--- src/rtl/fifo_pkg.sv ---
// Shared definitions for the FIFO control stage: default widths, the
// pointer type (address plus wrap bit) and the depth helper.
package fifo_pkg;

  localparam int DATA_WIDTH = 8;
  localparam int ADDR_WIDTH = 7;

  // Address field plus one wrap bit; the wrap bit is what tells full from empty.
  typedef logic [ADDR_WIDTH:0] ptr_t;

  function automatic int fifo_depth(input int addr_width);
    return 1 << addr_width;
  endfunction

endpackage

--- src/rtl/fifo_ctrl_if.sv ---
// Producer/consumer handshake, RAM-side drive and status bundle for fifo_ctrl.
// FIFO_CTRL_ERR_FLAGS_EN adds the sticky overflow/underflow outputs.
interface fifo_ctrl_if
  import fifo_pkg::*;
#(
  parameter int data_width    = DATA_WIDTH,
  parameter int address_width = ADDR_WIDTH
);

  logic                     wr_en;
  logic [data_width-1:0]    wr_data;
  logic                     rd_en;
  logic                     ram_we;
  logic [address_width-1:0] ram_add_w;
  logic [data_width-1:0]    ram_data_w;
  logic [address_width-1:0] ram_add_r;
  logic                     full;
  logic                     empty;
  logic                     almost_full;
  logic [address_width:0]   count;
`ifdef FIFO_CTRL_ERR_FLAGS_EN
  logic                     overflow;
  logic                     underflow;

  modport slave (
    input  wr_en, wr_data, rd_en,
    output ram_we, ram_add_w, ram_data_w, ram_add_r,
    output full, empty, almost_full, count, overflow, underflow
  );

  modport master (
    output wr_en, wr_data, rd_en,
    input  ram_we, ram_add_w, ram_data_w, ram_add_r,
    input  full, empty, almost_full, count, overflow, underflow
  );
`else
  modport slave (
    input  wr_en, wr_data, rd_en,
    output ram_we, ram_add_w, ram_data_w, ram_add_r,
    output full, empty, almost_full, count
  );

  modport master (
    output wr_en, wr_data, rd_en,
    input  ram_we, ram_add_w, ram_data_w, ram_add_r,
    input  full, empty, almost_full, count
  );
`endif

endinterface

--- src/rtl/fifo_ptr.sv ---
// Enable-gated binary pointer with a wrap bit in the MSB. The address field
// rolls over DEPTH-1 -> 0 naturally, toggling the MSB on the way.
module fifo_ptr
  import fifo_pkg::*;
#(
  parameter int addr_width = ADDR_WIDTH
) (
  input  logic                clk,
  input  logic                rst,
  input  logic                en,
  output logic [addr_width:0] ptr
);

  logic [addr_width:0] ptr_d, ptr_q;

  // Advance by one on an accepted transfer.
  always_comb begin
    ptr_d = ptr_q;
    if (en) ptr_d = ptr_q + 1'b1;
  end

  // Pointer register, cleared asynchronously.
  always_ff @(posedge clk or posedge rst) begin
    if (rst) ptr_q <= '0;
    else     ptr_q <= ptr_d;
  end

  assign ptr = ptr_q;

endmodule

--- src/rtl/fifo_ctrl.sv ---
// FIFO control stage in front of a sync-write / async-read 2-port RAM.
// Owns the pointers, occupancy count and status flags; the RAM's async read
// port gives first-word-fall-through data at ram_add_r.
// Optional build macro: FIFO_CTRL_ERR_FLAGS_EN (sticky overflow/underflow).
module fifo_ctrl
  import fifo_pkg::*;
#(
  parameter int data_width        = DATA_WIDTH,
  parameter int address_width     = ADDR_WIDTH,
  parameter int almost_full_level = 120
) (
  input  logic      clk,
  input  logic      rst,
  fifo_ctrl_if.slave bus
);

  localparam logic [address_width:0] AF_LEVEL = almost_full_level[address_width:0];

  logic [address_width:0]  wr_ptr, rd_ptr;
  logic [address_width:0]  count_d, count_q;
  logic [data_width-1:0]   wr_word;
  logic                    full, empty;
  logic                    wr_ok, rd_ok;

  // Flags come only from registered pointers, never from the requests.
  assign full  = (wr_ptr[address_width] != rd_ptr[address_width]) &&
                 (wr_ptr[address_width-1:0] == rd_ptr[address_width-1:0]);
  assign empty = (wr_ptr == rd_ptr);

  // Gating with rst keeps ram_we low for the whole reset, even with wr_en held.
  assign wr_ok = bus.wr_en & ~full & ~rst;
  assign rd_ok = bus.rd_en & ~empty;

  fifo_ptr #(.addr_width(address_width)) u_wr_ptr (
    .clk (clk),
    .rst (rst),
    .en  (wr_ok),
    .ptr (wr_ptr)
  );

  fifo_ptr #(.addr_width(address_width)) u_rd_ptr (
    .clk (clk),
    .rst (rst),
    .en  (rd_ok),
    .ptr (rd_ptr)
  );

  // Occupancy moves only when exactly one side transfers.
  always_comb begin
    count_d = count_q;
    case ({wr_ok, rd_ok})
      2'b10:   count_d = count_q + 1'b1;
      2'b01:   count_d = count_q - 1'b1;
      default: count_d = count_q;
    endcase
  end

  // Occupancy register.
  always_ff @(posedge clk or posedge rst) begin
    if (rst) count_q <= '0;
    else     count_q <= count_d;
  end

  assign wr_word          = bus.wr_data;
  assign bus.ram_data_w   = wr_word;
  assign bus.ram_we       = wr_ok;
  assign bus.ram_add_w    = wr_ptr[address_width-1:0];
  assign bus.ram_add_r    = rd_ptr[address_width-1:0];
  assign bus.full         = full;
  assign bus.empty        = empty;
  assign bus.almost_full  = (count_q >= AF_LEVEL);
  assign bus.count        = count_q;

`ifdef FIFO_CTRL_ERR_FLAGS_EN
  logic overflow_d, overflow_q, underflow_d, underflow_q;

  // Latch any illegal request; only reset clears the record.
  always_comb begin
    overflow_d  = overflow_q  | (bus.wr_en & full);
    underflow_d = underflow_q | (bus.rd_en & empty);
  end

  // Sticky error flag registers.
  always_ff @(posedge clk or posedge rst) begin
    if (rst) begin
      overflow_q  <= 1'b0;
      underflow_q <= 1'b0;
    end else begin
      overflow_q  <= overflow_d;
      underflow_q <= underflow_d;
    end
  end

  assign bus.overflow  = overflow_q;
  assign bus.underflow = underflow_q;
`endif

endmodule

--- src/flat_wrapper.sv ---
// flat-port wrapper written by rule: the top's interface ports become plain ports
module fifo_ctrl_flat import fifo_pkg::*;
#(
  parameter int data_width        = DATA_WIDTH,
  parameter int address_width     = ADDR_WIDTH,
  parameter int almost_full_level = 120
)
  (clk, rst, bus_wr_en, bus_wr_data, bus_rd_en, bus_ram_we, bus_ram_add_w, bus_ram_data_w, bus_ram_add_r, bus_full, bus_empty, bus_almost_full, bus_count);
  fifo_ctrl_if #(.data_width(data_width), .address_width(address_width)) bus_i ();
  input  logic clk;
  input  logic rst;
  input wire logic [$bits(bus_i.wr_en)-1:0] bus_wr_en;
  input wire logic [$bits(bus_i.wr_data)-1:0] bus_wr_data;
  input wire logic [$bits(bus_i.rd_en)-1:0] bus_rd_en;
  output wire logic [$bits(bus_i.ram_we)-1:0] bus_ram_we;
  output wire logic [$bits(bus_i.ram_add_w)-1:0] bus_ram_add_w;
  output wire logic [$bits(bus_i.ram_data_w)-1:0] bus_ram_data_w;
  output wire logic [$bits(bus_i.ram_add_r)-1:0] bus_ram_add_r;
  output wire logic [$bits(bus_i.full)-1:0] bus_full;
  output wire logic [$bits(bus_i.empty)-1:0] bus_empty;
  output wire logic [$bits(bus_i.almost_full)-1:0] bus_almost_full;
  output wire logic [$bits(bus_i.count)-1:0] bus_count;
  assign bus_i.wr_en = bus_wr_en;
  assign bus_i.wr_data = bus_wr_data;
  assign bus_i.rd_en = bus_rd_en;
  assign bus_ram_we = bus_i.ram_we;
  assign bus_ram_add_w = bus_i.ram_add_w;
  assign bus_ram_data_w = bus_i.ram_data_w;
  assign bus_ram_add_r = bus_i.ram_add_r;
  assign bus_full = bus_i.full;
  assign bus_empty = bus_i.empty;
  assign bus_almost_full = bus_i.almost_full;
  assign bus_count = bus_i.count;
  fifo_ctrl #(.data_width(data_width), .address_width(address_width), .almost_full_level(almost_full_level)) u_core (.clk(clk), .rst(rst), .bus(bus_i));
endmodule
--- config.mk ---
export PLATFORM = sky130hd
export DESIGN_NAME = fifo_ctrl_flat
export DESIGN_NICKNAME = d
export VERILOG_FILES = /design/src/rtl/fifo_pkg.sv /design/src/rtl/fifo_ctrl_if.sv /design/src/rtl/fifo_ptr.sv /design/src/rtl/fifo_ctrl.sv /design/src/flat_wrapper.sv
export SDC_FILE = /design/constraint.sdc
export NUM_CORES = 1
export LEC_CHECK = 0
export CELL_PAD_IN_SITES_DETAIL_PLACEMENT = 0
export CELL_PAD_IN_SITES_GLOBAL_PLACEMENT = 1
export CORE_UTILIZATION = 32
export DETAILED_ROUTE_END_ITERATION = 10
export PLACE_DENSITY_LB_ADDON = 0.1
export SYNTH_ARGS = -nofsm -noshare
export SYNTH_HDL_FRONTEND = slang
export SYNTH_SLANG_ARGS = --single-unit
export TNS_END_PERCENT = 20
--- constraint.sdc ---
create_clock -name clk -period 2.8 [get_ports clk]
set_input_delay 0.56 -clock clk [delete_from_list [all_inputs] [get_ports clk]]
set_output_delay 0.56 -clock clk [all_outputs]
set_load 0.02 [all_outputs]
==> flow_summary.json, run 1 <==
{
  "outcome": "finished, final reports clean",
  "sw_frac_of_total_pct": 40.6,
  "max_freq_ghz": 0.370,
  "cellPowerDensity_nw_per_um2": 1210,
  "die-area_um2": 5390,
  "rows": 25,
  "seq_area_frac_synth_pct": 36.8,
  "firstDrtPassIters": 4,
  "die_h_um": 73.4,
  "grtUsageTotal_pct": 14.9,
  "rsz0062_at_grt": "true",
  "layout.nets": 234,
  "synth_area_leaders": "dfrtp_1 37%, buf_4 10%, xnor2_1 8.6%, ha_1 6.9%, xor2_1 5.9%",
  "r2r_cells": 12,
  "startpoint_type": "flop",
  "drtIter0Drc": 42,
  "path_class": "flop to flop",
  "timing.final.crit_share_pct": 96.4,
  "syn2layout_area_growth_pct": 45.0,
  "cts_tree": "yes",
  "io_pins": 46,
  "hold_buffers": 0,
  "whs_ns": 0.500,
  "routed_wirelength_mm": 3.91,
  "min_period_ns": 2.70,
  "clk_latency_ns": 0.27,
  "setup_viol": 0,
  "cts_buffers": 3,
  "tightest_slew_ns": 0.337,
  "pwr-share-seq_pct": 23.5,
  "synth_top_cell_area_share_pct": 36.8,
  "worstPathMaxFanout": 5,
  "route.detailed.drc": 0,
  "hold_class": "flop to flop",
  "fin_cells": 278,
  "placement.io_buffers": 29,
  "worstPathRequired_ns": 2.97,
  "yosysMostFrequentCell": "dfrtp_1",
  "ys.flop_type": "dfrtp_1",
  "cts.sinks": 24,
  "fp.dieW_um": 73.4,
  "maxCapViolCount": 0,
  "ys_warn_count": 0,
  "wire_per_inst_um": 14.1,
  "skew_ns": 0.00654,
  "final_max_slew_viol_count": 0,
  "clkTransAtPathRegs_ns": 0.09,
  "htreeDepth": 1,
  "clockBufferDepth": 2,
  "drive_gt1_share_pct": 32.2,
  "p_leak_nw": 1.03,
  "peakVddDrop_v": 0.000559,
  "final.setup.tns_ns": 0,
  "ant_nets": 0,
  "grt_max_degree": 28,
  "core_um2": 4820,
  "ys_seq_elements": 24,
  "diodes": 0,
  "post_drt_via_cell_ratio": 4.71,
  "hold_viol": 0,
  "gr-total-overflow": 0,
  "crit_path_end_kind": "flop",
  "ys_types": 39,
  "grt_pass1_wl_mm": 6.04,
  "maxSlewHeadroom_pct": 77.3,
  "whs_path_depth": 1,
  "pwr-share-clk_pct": 10.8,
  "power_frac_comb_pct": 65.7,
  "arrival_ns": 2.87,
  "antenna_found_initial": 0,
  "synthArstFlopShare_pct": 100,
  "switching_power_w": 0.00117,
  "avgSynthCellArea_um2": 9.84,
  "gp_congestion": 0.766,
  "grt_pass1_vias": 1278,
  "internal_power_w": 0.00171,
  "synthesis.area_um2": 1630,
  "dp_hpwl_mm": 2.84,
  "syn-num-nets": 188,
  "syn_inst": 166,
  "yosysTopAreaCell": "dfrtp_1",
  "ys_top_cells_by_count": "24 x dfrtp_1, 22 x buf_4, 16 x xnor2_1",
  "synth_edf_count": 0,
  "root_buffer": "clkbuf_8",
  "via_count": 1309,
  "dp.cells": 269,
  "initial_core_util_pct": 33.9,
  "nFillCells": 461
}
[through the flow]
stage | area, µm² | total power (W) | util (%) | setup WS, ns
6_report | 2370 | 0.00287 | 49.1 | 0.101
5_1_grt | 2370 | 0.00310 | 49.1 | -0.0799
4_1_cts | 2180 | 0.00264 | 45.3 | -0.0348
3_5_place_dp | 2110 | 0.00230 | 43.9 | -0.0687
3_3_place_gp | 2110 | 0.00230 | 43.9 | -0.0633
2_1_floorplan | 1660 | 0.00167 | - | 0.0113
[logic make-up (layout without fill, tap and decap cells)]
| group | Yosys count | count (layout) | share of synthesized area, % |
|---|---|---|---|
| DFF | 24 | 24 | 36.8 |
| and+or+nand+nor | 45 | 45 | 15.9 |
| xor gates and xnor gates | 27 | 27 | 14.5 |
| buffers and inverters | 32 | 77 | 12.5 |
| AOI/OAI and AO/OA | 25 | 25 | 10.3 |
| adders and majority gates | 10 | 10 | 8.12 |
| muxes | 3 | 3 | 1.99 |
[power by group through the flow]
stage / logic, W / clock network [W] / registers [W]
after floorplan: 0.000929 / 0 / 0.000739
after global placement: 0.00165 / 0 / 0.000655
after detailed placement: 0.00164 / 0 / 0.000656
after CTS: 0.00166 / 0.000325 / 0.000651
after global routing: 0.00206 / 0.000341 / 0.000698
final: 0.00189 / 0.000311 / 0.000674
[state kept, by name (all words and copies together), names as in the netlist]
name / cells
u_core.bus.count: 8
u_core.u_wr_ptr.ptr: 8
u_core.u_rd_ptr.ptr: 8
[per-layer routing]
layer / part of all wire (%) / GRT usage (%) / up-vias
met5: 0 / 0 / -
met2: 53 / 27.0 / 25
li1: - / - / 645
met1: 42 / 17.8 / 630
met4: 1.5 / 4.27 / 0
met3: 3.1 / 2.88 / 9
[worst max-delay path: stages, from the launching register on]
cell	delay (ns)
dfrtp_1	0.41
xnor2_1	0.19
nand3_1	0.12
or3b_4	0.43
nand3_4	0.10
ha_4	0.18
buf_12	0.13
ha_4	0.22
a21oi_4	0.15
o21bai_4	0.10
a211oi_2	0.21
xnor2_1	0.09
o32ai_1	0.27
[final timing paths]
check	start	endpoint	slack (ns)
setup / recovery	u_core.u_rd_ptr.ptr[3]	u_core.bus.count[7]	0.10
hold / removal	u_core.u_rd_ptr.ptr[7]	u_core.u_rd_ptr.ptr[7]	0.50
setup reg to reg	u_core.u_rd_ptr.ptr[3]	u_core.bus.count[7]	0.10
hold reg to reg	u_core.u_rd_ptr.ptr[7]	u_core.u_rd_ptr.ptr[7]	0.50
max in group asynchronous	rst	u_core.bus.count[4]	1.79
min in group asynchronous	rst	u_core.u_wr_ptr.ptr[0]	0.75
[timing repair]
action,in CTS,in global routing
endpoints found under the hold margin,0,0
setup buffers,0,5
gates resized for setup,3,26
endpoints found under the setup margin,4,4
pin swaps,0,15
[cell type report]
class | instances | area (µm²) | area share, %
multi-input cells | 110 | 1000 | 42.2
flip-flops and latches | 24 | 601 | 25.4
repair buffers | 67 | 586 | 24.7
well taps | 67 | 83.8 | 3.54
clock buffers | 3 | 41.3 | 1.74
clock inverters | 1 | 30.0 | 1.27
inverters | 6 | 26.3 | 1.11
[cells in the final DEF, fill, tap and decap left out, drive strengths merged, types with 2 or more instances in the layout]
| cell | instances |
|---|---|
| xor2 | 11 |
| a21oi | 5 |
| a21o | 2 |
| o21ai | 6 |
| nand2 | 9 |
| nand4 | 4 |
| and4 | 2 |
| nor3b | 2 |
| mux2 | 2 |
| dlygate4sd2 | 2 |
| and3 | 2 |
| nor2 | 4 |
| nor3 | 6 |
| nand3 | 10 |
| dfrtp | 24 |
| clkdlybuf4s50 | 27 |
| xnor2 | 16 |
| nor2b | 2 |
| ha | 9 |
| buf | 38 |
| a211oi | 3 |
| o21bai | 2 |
| clkbuf | 3 |
| inv | 5 |
(Power assumes the default switching activity.)
==> run 2: changes to the inputs <==
--- a/config.mk
+++ b/config.mk
@@ -7,7 +7,7 @@
 export LEC_CHECK = 0
 export CELL_PAD_IN_SITES_DETAIL_PLACEMENT = 0
 export CELL_PAD_IN_SITES_GLOBAL_PLACEMENT = 1
-export CORE_UTILIZATION = 32
+export CORE_UTILIZATION = 36
 export DETAILED_ROUTE_END_ITERATION = 10
 export PLACE_DENSITY_LB_ADDON = 0.1
 export SYNTH_ARGS = -nofsm -noshare
==> constraint.sdc (replaced) <==
create_clock -name clk -period 3 [get_ports clk]
set_input_delay 0.6 -clock clk [delete_from_list [all_inputs] [get_ports clk]]
set_output_delay 0.6 -clock clk [all_outputs]
set_load 0.02 [all_outputs]
==> run 2 against run 1 <==
  * Global-route usage is 0.65 points higher
  * Register-to-register slack improved by 0.04 ns
  * Wire length decreased by 7.9%
  * First-iteration DRC count is 4.8% lower
  * Die area shrank 11%
  * Core utilization is 0.58 points lower
  * Critical path type is now flop to output port
  * Critical endpoint is now bus_full
  * Highest routed layer unchanged
==> flow_summary.json, run 2 (same netlist as run 1, synthesis figures left out) <==
{
  "firstDrtPassIters": 4,
  "min_period_ns": 2.88,
  "crit_path_end_kind": "output port",
  "postLayoutSetupSlackWorst_ns": 0.118,
  "skew_ns": 0.00760,
  "routed_wirelength_mm": 3.60,
  "nFillCells": 400,
  "startpoint_type": "flop",
  "fp.dieW_um": 69.3,
  "syn2layout_area_growth_pct": 29.5,
  "clockBufferDepth": 2,
  "drtIter0Drc": 40,
  "post_drt_via_cell_ratio": 5.04,
  "placement.io_buffers": 29,
  "cts_tree": "yes",
  "core_um2": 4350,
  "grt_pass1_vias": 1274,
  "peakVddDrop_v": 0.000529,
  "die_h_um": 69.3,
  "grtUsageTotal_pct": 15.5,
  "cts.sinks": 24,
  "grt_max_degree": 28,
  "route.detailed.drc": 0,
  "worstPathRequired_ns": 2.40,
  "die-area_um2": 4810,
  "drive_gt1_share_pct": 22.8,
  "seq_area_um2": 602,
  "outcome": "finished, final reports clean",
  "dp.cells": 245,
  "arrival_ns": 2.28,
  "antenna_found_initial": 0,
  "via_count": 1256,
  "clkTransAtPathRegs_ns": 0.10,
  "maxCapViolCount": 0,
  "p_leak_nw": 0.933,
  "initial_core_util_pct": 37.5,
  "wire_per_inst_um": 14.5,
  "dp_slack_ns": -0.00545,
  "ant_nets": 0,
  "gr-total-overflow": 0,
  "path_class": "flop to output port",
  "diodes": 0,
  "post_cts_buffers": 0,
  "max_freq_ghz": 0.347,
  "final_max_slew_viol_count": 0,
  "multi_input_area_um2": 880,
  "rows": 24,
  "r2r_cells": 12,
  "dp_hpwl_mm": 2.64,
  "cts_buffers": 3,
  "gp_congestion": 0.850,
  "whs_path_depth": 1,
  "setup_viol": 0,
  "hold_viol": 0,
  "cellPowerDensity_nw_per_um2": 1140,
  "maxSlewHeadroom_pct": 76.8,
  "mostFrequentLayoutCell": "clkdlybuf4s50_1",
  "io_pins": 46,
  "layout.nets": 220,
  "grt_pass1_wl_mm": 5.93,
  "final_cell_mix": "29 x clkdlybuf4s50_1, 24 x buf_4, 23 x dfrtp_1, 15 x xnor2_1, 11 x xor2_1",
  "htreeDepth": 1,
  "hold_buffers": 0,
  "hold_class": "flop to flop",
  "tightest_slew_ns": 0.348,
  "power_w": 0.00241,
  "fin_cells": 249,
  "worstPathMaxFanout": 7,
  "root_buffer": "clkbuf_8",
  "clk_latency_ns": 0.28,
  "timing.final.crit_share_pct": 96.1
}
==> run 2: cell count changes in the layout (fill, tap and decap cells not counted), sizes merged <==
cell | previous run | this run
dlygate4sd2 | 2 | 0
clkdlybuf4s50 | 27 | 29
buf | 38 | 24
==> run 2: metal layers <==
| metal | wire, µm | track usage [%] |
|---|---|---|
| met5 | 0 | 0 |
| met4 | 53 | 4.76 |
| met3 | 159 | 4.22 |
| met2 | 1810 | 26.5 |
| met1 | 1580 | 18.9 |
==> run 2: through the flow <==
step	TNS, ns	instance area (µm²)	utilization, %	hold slack, ns
6_report	0	2110	48.6	0.503
5_1_grt	-0.0277	2110	48.6	0.526
4_1_cts	0	2080	47.7	0.505
3_5_place_dp	-0.00545	2000	45.9	0.489
3_3_place_gp	0	2000	45.9	0.488
2_1_floorplan	0	1650	-	0.460
==> run 2: worst paths after layout <==
| kind | startpoint | end | slack (ns) |
|---|---|---|---|
| setup / recovery | u_core.u_rd_ptr.ptr[5] | bus_full | 0.12 |
| hold / removal | u_core.u_wr_ptr.ptr[7] | u_core.u_wr_ptr.ptr[7] | 0.50 |
| max in group asynchronous | rst | u_core.u_wr_ptr.ptr[5] | 1.95 |
| setup reg to reg | u_core.u_rd_ptr.ptr[5] | u_core.bus.count[7] | 0.14 |
| min in group asynchronous | rst | u_core.u_wr_ptr.ptr[2] | 0.78 |
| hold reg to reg | u_core.u_wr_ptr.ptr[7] | u_core.u_wr_ptr.ptr[7] | 0.50 |
==> run 2: cell type report <==
type                            count  share of cell area (%)
Tap cell                           52                    3.08
Inverter                            6                    1.24
Clock buffer                        3                    1.95
Clock inverter                      1                    1.42
Timing Repair Buffer               53                    22.2
Sequential cell                    24                    28.5
Multi-Input combinational cell    110                    41.6
==> run 2: critical path, cell delays in order (launching register included) <==
cell	delay [ns]
dfrtp_1	0.43
xnor2_2	0.17
nand4_1	0.13
or3b_4	0.44
buf_4	0.18
inv_1	0.05
clkdlybuf4s50_1	0.60
==> run 2: report_power, final <==
group / internal [W] / total, W / switching [W]
combinational: 0.000766 / 0.00150 / 0.000734
clock: 0.000179 / 0.000299 / 0.000120
sequential: 0.000466 / 0.000607 / 0.000141
total: 0.00141 / 0.00241 / 0.000994
==> run 2: repair_timing <==
item / in CTS / in global routing
endpoints found under the setup margin: 1 / 4
cloned: 0 / 0
gates resized for setup: 1 / 11
